**src/rtl/fft_peak_detect.sv**
```systemverilog
// Streaming peak finder over the lower half of each FFT frame.
// Define FFT_PEAK_DC_SKIP_EN to exclude bin 0 from the candidates.
`timescale 1ns/1ps
module fft_peak_detect #(
    parameter int N_LOG2 = 12
) (
    input  logic              clk_in,
    input  logic              rst_in,
    input  logic [15:0]       fft_out_data,
    input  logic              fft_out_valid,
    input  logic              fft_out_last,
    output logic              fft_out_ready,
    output logic [N_LOG2-1:0] peak_bin,
    output logic [15:0]       peak_mag,
    output logic              peak_valid,
    output logic              frame_err
);

    localparam logic [N_LOG2-1:0] BIN_TOP = '1;
`ifdef FFT_PEAK_DC_SKIP_EN
    localparam logic [N_LOG2-1:0] IDX_INIT = N_LOG2'(1);
`else
    localparam logic [N_LOG2-1:0] IDX_INIT = '0;
`endif

    logic              ready_q;
    logic [N_LOG2-1:0] cnt_q, cnt_d;

    logic signed [7:0] s1_re_q, s1_im_q;
    logic [N_LOG2-1:0] s1_bin_q;
    logic              s1_end_q, s1_err_q, s1_vld_q;

    logic [15:0]       s2_sqr_q, s2_sqi_q;
    logic [N_LOG2-1:0] s2_bin_q;
    logic              s2_end_q, s2_err_q, s2_vld_q;

    logic [15:0]       s3_mag_q;
    logic [N_LOG2-1:0] s3_bin_q;
    logic              s3_end_q, s3_err_q, s3_vld_q;

    logic [15:0]       max_q, max_d, max_new;
    logic [N_LOG2-1:0] idx_q, idx_d, idx_new;

    logic [N_LOG2-1:0] peak_bin_q;
    logic [15:0]       peak_mag_q;
    logic              peak_valid_q, frame_err_q;

    logic              accept, at_top, frame_end, len_err;
    logic signed [15:0] re_x, im_x;
    logic [15:0]       sqr_d, sqi_d;
    logic              cand, hit;

    assign accept    = fft_out_valid & ready_q;
    assign at_top    = (cnt_q == BIN_TOP);
    assign frame_end = fft_out_last | at_top;
    assign len_err   = fft_out_last ^ at_top;
    assign cnt_d     = frame_end ? '0 : cnt_q + N_LOG2'(1);

    assign re_x  = 16'(s1_re_q);
    assign im_x  = 16'(s1_im_q);
    assign sqr_d = $unsigned(re_x * re_x);
    assign sqi_d = $unsigned(im_x * im_x);

    // Only the lower half of the spectrum competes for the peak.
`ifdef FFT_PEAK_DC_SKIP_EN
    assign cand = ~s3_bin_q[N_LOG2-1] & (s3_bin_q != '0);
`else
    assign cand = ~s3_bin_q[N_LOG2-1];
`endif
    assign hit     = s3_vld_q & cand & (s3_mag_q > max_q);
    assign max_new = hit ? s3_mag_q : max_q;
    assign idx_new = hit ? s3_bin_q : idx_q;

    always_comb begin
        max_d = max_new;
        idx_d = idx_new;
        if (s3_vld_q && s3_end_q) begin
            max_d = '0;
            idx_d = IDX_INIT;
        end
    end

    always_ff @(posedge clk_in or negedge rst_in) begin
        if (!rst_in) begin
            ready_q      <= 1'b0;
            cnt_q        <= '0;
            s1_re_q      <= '0;
            s1_im_q      <= '0;
            s1_bin_q     <= '0;
            s1_end_q     <= 1'b0;
            s1_err_q     <= 1'b0;
            s1_vld_q     <= 1'b0;
            s2_sqr_q     <= '0;
            s2_sqi_q     <= '0;
            s2_bin_q     <= '0;
            s2_end_q     <= 1'b0;
            s2_err_q     <= 1'b0;
            s2_vld_q     <= 1'b0;
            s3_mag_q     <= '0;
            s3_bin_q     <= '0;
            s3_end_q     <= 1'b0;
            s3_err_q     <= 1'b0;
            s3_vld_q     <= 1'b0;
            max_q        <= '0;
            idx_q        <= IDX_INIT;
            peak_bin_q   <= '0;
            peak_mag_q   <= '0;
            peak_valid_q <= 1'b0;
            frame_err_q  <= 1'b0;
        end else begin
            ready_q  <= 1'b1;
            s1_vld_q <= accept;
            if (accept) begin
                cnt_q    <= cnt_d;
                s1_re_q  <= fft_out_data[7:0];
                s1_im_q  <= fft_out_data[15:8];
                s1_bin_q <= cnt_q;
                s1_end_q <= frame_end;
                s1_err_q <= len_err;
            end

            s2_vld_q <= s1_vld_q;
            s2_sqr_q <= sqr_d;
            s2_sqi_q <= sqi_d;
            s2_bin_q <= s1_bin_q;
            s2_end_q <= s1_end_q;
            s2_err_q <= s1_err_q;

            s3_vld_q <= s2_vld_q;
            s3_mag_q <= s2_sqr_q + s2_sqi_q;
            s3_bin_q <= s2_bin_q;
            s3_end_q <= s2_end_q;
            s3_err_q <= s2_err_q;

            max_q <= max_d;
            idx_q <= idx_d;

            peak_valid_q <= s3_vld_q & s3_end_q;
            frame_err_q  <= s3_vld_q & s3_end_q & s3_err_q;
            if (s3_vld_q && s3_end_q) begin
                peak_bin_q <= idx_new;
                peak_mag_q <= max_new;
            end
        end
    end

    assign fft_out_ready = ready_q;
    assign peak_bin      = peak_bin_q;
    assign peak_mag      = peak_mag_q;
    assign peak_valid    = peak_valid_q;
    assign frame_err     = frame_err_q;

endmodule

```
**config.mk**
```make
export PLATFORM = sky130hd
export DESIGN_NAME = fft_peak_detect
export DESIGN_NICKNAME = d
export VERILOG_FILES = /design/src/rtl/fft_peak_detect.sv
export SDC_FILE = /design/constraint.sdc
export NUM_CORES = 1
export LEC_CHECK = 0
export BUFFER_PORTS_ARGS = -buffer_cell sky130_fd_sc_hd__buf_2
export CAP_MARGIN = 5
export CORE_UTILIZATION = 35
export DETAILED_ROUTE_END_ITERATION = 8
export SLEW_MARGIN = 5
export SYNTH_ARGS = -nofsm -noshare
export SYNTH_HDL_FRONTEND = slang
export SYNTH_SLANG_ARGS = --single-unit
```
**constraint.sdc**
```tcl
create_clock -name clk_in -period 6.4 [get_ports clk_in]
set_clock_uncertainty 0.2 [all_clocks]
set_input_delay 0.64 -clock clk_in [delete_from_list [all_inputs] [get_ports clk_in]]
set_output_delay 0.64 -clock clk_in [all_outputs]
set_load 0.03 [all_outputs]
```
# ---- Word level (Yosys, flattened, before mapping)
# Cells that the tools add are included.
# W data, S select, Z words.
dict set report totals {
  latchBits 0
  mem_count 0
  elab_cells 45
  rom_bits 0
  regBits 180
  ram_bits 0
}
dict set report classes {
  magnitude_cmp 1
  bitwise 8
  n_reduce_logical 1
  n_mux 5
  n_shift 0
  n_mul 2
  n_div 0
  n_addsub 2
  eq_ne 1
}
# cell count
set ops {}
lappend ops {{$mux W12} 3}
lappend ops {{$mul A8 B8 Y16} 2}
lappend ops {{$mux W16} 2}
lappend ops {{$add A16 B16 Y16} 1}
lappend ops {{$gt A16 B16 Y1} 1}
lappend ops {{$add A12 B1 Y12 const B} 1}
lappend ops {{$eq A12 B12 Y1 const B} 1}
lappend ops {{$and A1 B1 Y1} 5}
lappend ops {{$logic_and A1 B1 Y1} 1}
lappend ops {{$not A1 Y1} 1}
lappend ops {{$or A1 B1 Y1} 1}
lappend ops {{$xor A1 B1 Y1} 1}

# ---- Depth between registers and ports, before layout
dict set report depth {
  word_depth 5
  depth_mapped 18
  depth_no_buf 16
}

# ---- Worst setup path before layout
# OpenSTA, ideal clock, no wires.
dict set report synth_timing {
  path_kind {register to register}
  startpoint {register s1_im_q[7]}
  endpoint {register s2_sqi_q[14]}
  required_time_ps 6050
  synth_period_minus_slack_ps 4641
  arrival_ps 4292
  setup_ps 150
  path_slack_ps 1759
  stages_incl_launch_ff 17
  path_cell_list {dfrtp_1 -> clkbuf_1 -> clkinv_1 -> nor2_1 -> xnor2_1 -> ha_1 -> fa_1 -> fa_1 -> inv_1 -> fa_1 -> inv_1 -> ha_1 -> o21ai_0 -> inv_1 -> a2111oi_0 -> or3_1 -> o311ai_0}
}
dict set report synth_between {
  elab_chain_len 1
}
# item line_no
set synth_lines {}
lappend synth_lines {{start, declared} 29} ;# logic signed [7:0] s1_re_q, s1_im_q;
lappend synth_lines {{start signal, assigned} 116} ;# s1_im_q <= fft_out_data[15:8];
lappend synth_lines {{$mul A8 B8 Y16} 62} ;# assign sqi_d = $unsigned(im_x * im_x);
lappend synth_lines {{net sqi_d[14]} 50} ;# logic [15:0] sqr_d, sqi_d;
lappend synth_lines {{end signal, assigned} 124} ;# s2_sqi_q <= sqi_d;
lappend synth_lines {{end, declared} 33} ;# logic [15:0] s2_sqr_q, s2_sqi_q;
# The timed path passes the listed nets, and every way through them passes these cells.
# A chain may end at the register's enable or synchronous reset.

# ---- Worst setup path in the final report
# Same ends and word-level chain as after synthesis.

==> impl_metrics.json <==
{
  "crit_family": "adder cells",
  "synth_top_cell_by_area": "dfrtp_1",
  "synth_seq_area_share_pct": 37.8,
  "power_density_nw_per_um2": 570,
  "clkTransAtPathRegs_ns": 0.07,
  "p_sw_share_pct": 44.9,
  "htreeDepth": 4,
  "ios": 51,
  "grt_use_total_pct": 14.3,
  "portBuffers": 50,
  "synthCells": 1152,
  "grt_overflow": 0,
  "die_x_um": 185,
  "finalHoldViolations": 0,
  "area_growth_syn_to_layout_pct": 10.5,
  "yosys-top-cells-count": "dfrtp_1 (178), inv_1 (161), ha_1 (87)",
  "timing.rr.start": "s1_im_q[7]",
  "std_cell_rows": 66,
  "final_area_um2": 13000,
  "fmax_mhz": 202,
  "power_frac_comb_pct": 62.9,
  "synth.top_cells.by_area": "dfrtp_1 (38%), fa_1 (15%), ha_1 (9.2%)",
  "synth.most_common_cell": "dfrtp_1",
  "wl_per_cell_um": 13.9,
  "p_int_w": 0.00409,
  "synthFlopType": "dfrtp_1",
  "drc": 0,
  "holdWs_ns": 0.135,
  "dp_hpwl_mm": 16.4,
  "setup_viol": 0,
  "cp.required_ns": 6.48,
  "gp_congestion": 0.823,
  "p_leak_nw": 6.05,
  "post-place-ws_ns": 1.48,
  "syn_area_um2": 11800,
  "syn_avg_cell_area_um2": 10.2,
  "die-area_um2": 34400,
  "final_antenna_net_count": 0,
  "yosysWarnings": 0,
  "clock_latency_ns": 0.44,
  "cp-end-kind": "register",
  "gr-max-usage-layer": "met2",
  "worstSetupStartpointType": "register",
  "grt_max_degree": 115,
  "synth-edff-count": 0,
  "arrival_ns": 5.02,
  "slowest_delay_ns": 0.55,
  "path_class": "reg -> reg",
  "root_buffer": "clkbuf_16",
  "antenna_cells": 0,
  "drv_slew": 0,
  "fin_util_pct": 39.7,
  "cts_tree": "built",
  "p_switching_w": 0.00334,
  "multiInputGateArea_um2": 6480,
  "clockBufferDepth": 2,
  "path_buf_inv": 4,
  "synth_top_area_share_pct": 37.8,
  "yosysUniqueCellTypes": 63,
  "core_area_um2": 32800,
  "cts_buffers": 17,
  "vias": 8054,
  "worstMarginPinSlew_ns": 1.25,
  "period_needed_ns": 4.94,
  "clockPowerShare_pct": 14.5,
  "max_slew_margin_pct": 16.1,
  "finalCritPeriodShare_pct": 77.2,
  "antenna_found_initial": 0,
  "layout.area.seq_um2": 4450,
  "die_h_um": 185,
  "crit_chain": "clkinv_1 -> nor2_1 -> xnor2_1 -> ha_1 -> fa_1 -> fa_1 -> inv_1 -> fa_1 -> inv_1 -> ha_1 -> o21ai_0 -> inv_1 -> a2111oi_0 -> or3_1 -> o311ai_0",
  "start_util_pct": 35.9,
  "wl_mm": 22.6,
  "crit_path_start": "s1_im_q[7]",
  "cts_hold_buf": 0,
  "via_per_inst": 4.95,
  "grt_pass1_vias": 7916,
  "fin_ws_ns": 1.46,
  "pwr-share-seq_pct": 22.7,
  "drive_above_1_share_pct": 13.0,
  "met2_usage_pct": 22.8,
  "crit_path_top_delay_cell": "fa_1",
  "hold_class": "in -> async",
  "rsz0062_at_grt": "false",
  "drt_iter0_markers": 609,
  "async_flop_share_pct": 100,
  "post_cts_buffers": 0,
  "fin_tns_setup_ns": 0,
  "synth_fp_nets": 1345,
  "ys_ff_latch": 178,
  "gr-usage-met1_pct": 19.9,
  "n_fill_cell": 3225,
  "cts.sinks": 178,
  "cap_violations": 0,
  "grt_pass1_wl_mm": 39.2,
  "grt_use_met3_pct": 2.17,
  "ir_drop_v": 0.000330,
  "nNetsFinal": 1365,
  "crit_path_max_fanout": 9,
  "dr.pass1.iters": 5,
  "placed_cell_area_um2": 12400,
  "status": "finished, final reports clean",
  "cts_resized": 0
}
## placed cells by master (no fill, tap or decap), types with 12 or more instances in the layout
master | netlist | final
and2_1 | 43 | 42
clkbuf_16 | 0 | 17
a21oi_1 | 56 | 56
dfrtp_1 | 178 | 178
o21ai_0 | 27 | 27
mux2_2 | 21 | 21
ha_1 | 87 | 87
inv_1 | 161 | 161
nand2_1 | 53 | 53
nand3_1 | 40 | 40
a32oi_1 | 27 | 27
nor2b_1 | 13 | 12
a31o_2 | 31 | 31
xnor2_1 | 44 | 44
nor2_1 | 78 | 78
buf_2 | 5 | 49
fa_1 | 86 | 86
a31oi_1 | 30 | 30
nor3_1 | 15 | 15
## cell families (layout without fill, tap and decap cells)
family                   count (synthesis)  count (layout)  share of synthesized area, %
AO/OA/AOI/OAI                          220             220                          12.9
XOR/XNOR                                54              54                          4.02
adder cells (fa/ha/maj)                173             173                          23.9
buffers and inverters                  218             251                          7.29
flip-flops                             178             178                          37.8
multiplexers                            21              21                          2.01
other                                    1               1                        0.0318
AND/OR/NAND/NOR                        287             287                          12.1
## per-stage QoR
step | instances | total power [W]
floorplan | 1152 | 0.00540
global placement | 1595 | 0.00630
detailed placement | 1595 | 0.00639
CTS | 1627 | 0.00750
global route | 1627 | 0.00826
finish | 1627 | 0.00743
## final timing paths
check | endpoint | slack (ns) | cells past startpoint
min in group clk_in | s3_bin_q[11] | 0.15 | 0
min | peak_bin[7] | 0.13 | 1
min reg2reg | s3_bin_q[11] | 0.15 | 0
max reg2reg | s2_sqi_q[14] | 1.46 | 15
max | s2_sqi_q[14] | 1.46 | 15
max in group asynchronous | cnt_q[10] | 4.53 | 2
## state kept, by name, summed over array words and instances, names as in the netlist, 8 cells and up
name	flops
peak_bin	12
idx_q	12
s2_bin_q	12
s3_bin_q	12
s1_bin_q	12
s1_re_q	8
s2_sqr_q	15
peak_mag	16
max_q	16
s1_im_q	8
cnt_q	12
s3_mag_q	16
s2_sqi_q	15
## per-layer routing
layer  wire length (um)  vias up
met5                  0        -
met4                253        0
met3                619       18
met2              10500      117
met1              11200     4000
li1                   -     3919
## power by group through the flow
| stage | clock, W | sequential, W | combinational [W] |
|---|---|---|---|
| after detailed placement | 0 | 0.00171 | 0.00468 |
| after global placement | 0 | 0.00171 | 0.00460 |
| after CTS | 0.00110 | 0.00169 | 0.00471 |
| after floorplan | 0 | 0.00178 | 0.00363 |
| final | 0.00107 | 0.00168 | 0.00467 |
| after global routing | 0.00115 | 0.00172 | 0.00539 |
## cell type report
cell class                      instances  share of cell area (%)
Tap cell                              442                    4.25
Timing Repair Buffer                   57                    2.39
Clock inverter                         14                    1.32
Inverter                              162                    4.67
Clock buffer                           18                    3.37
Multi-Input combinational cell        756                    49.8
Sequential cell                       178                    34.2
Power figures use the tool's default switching activity.
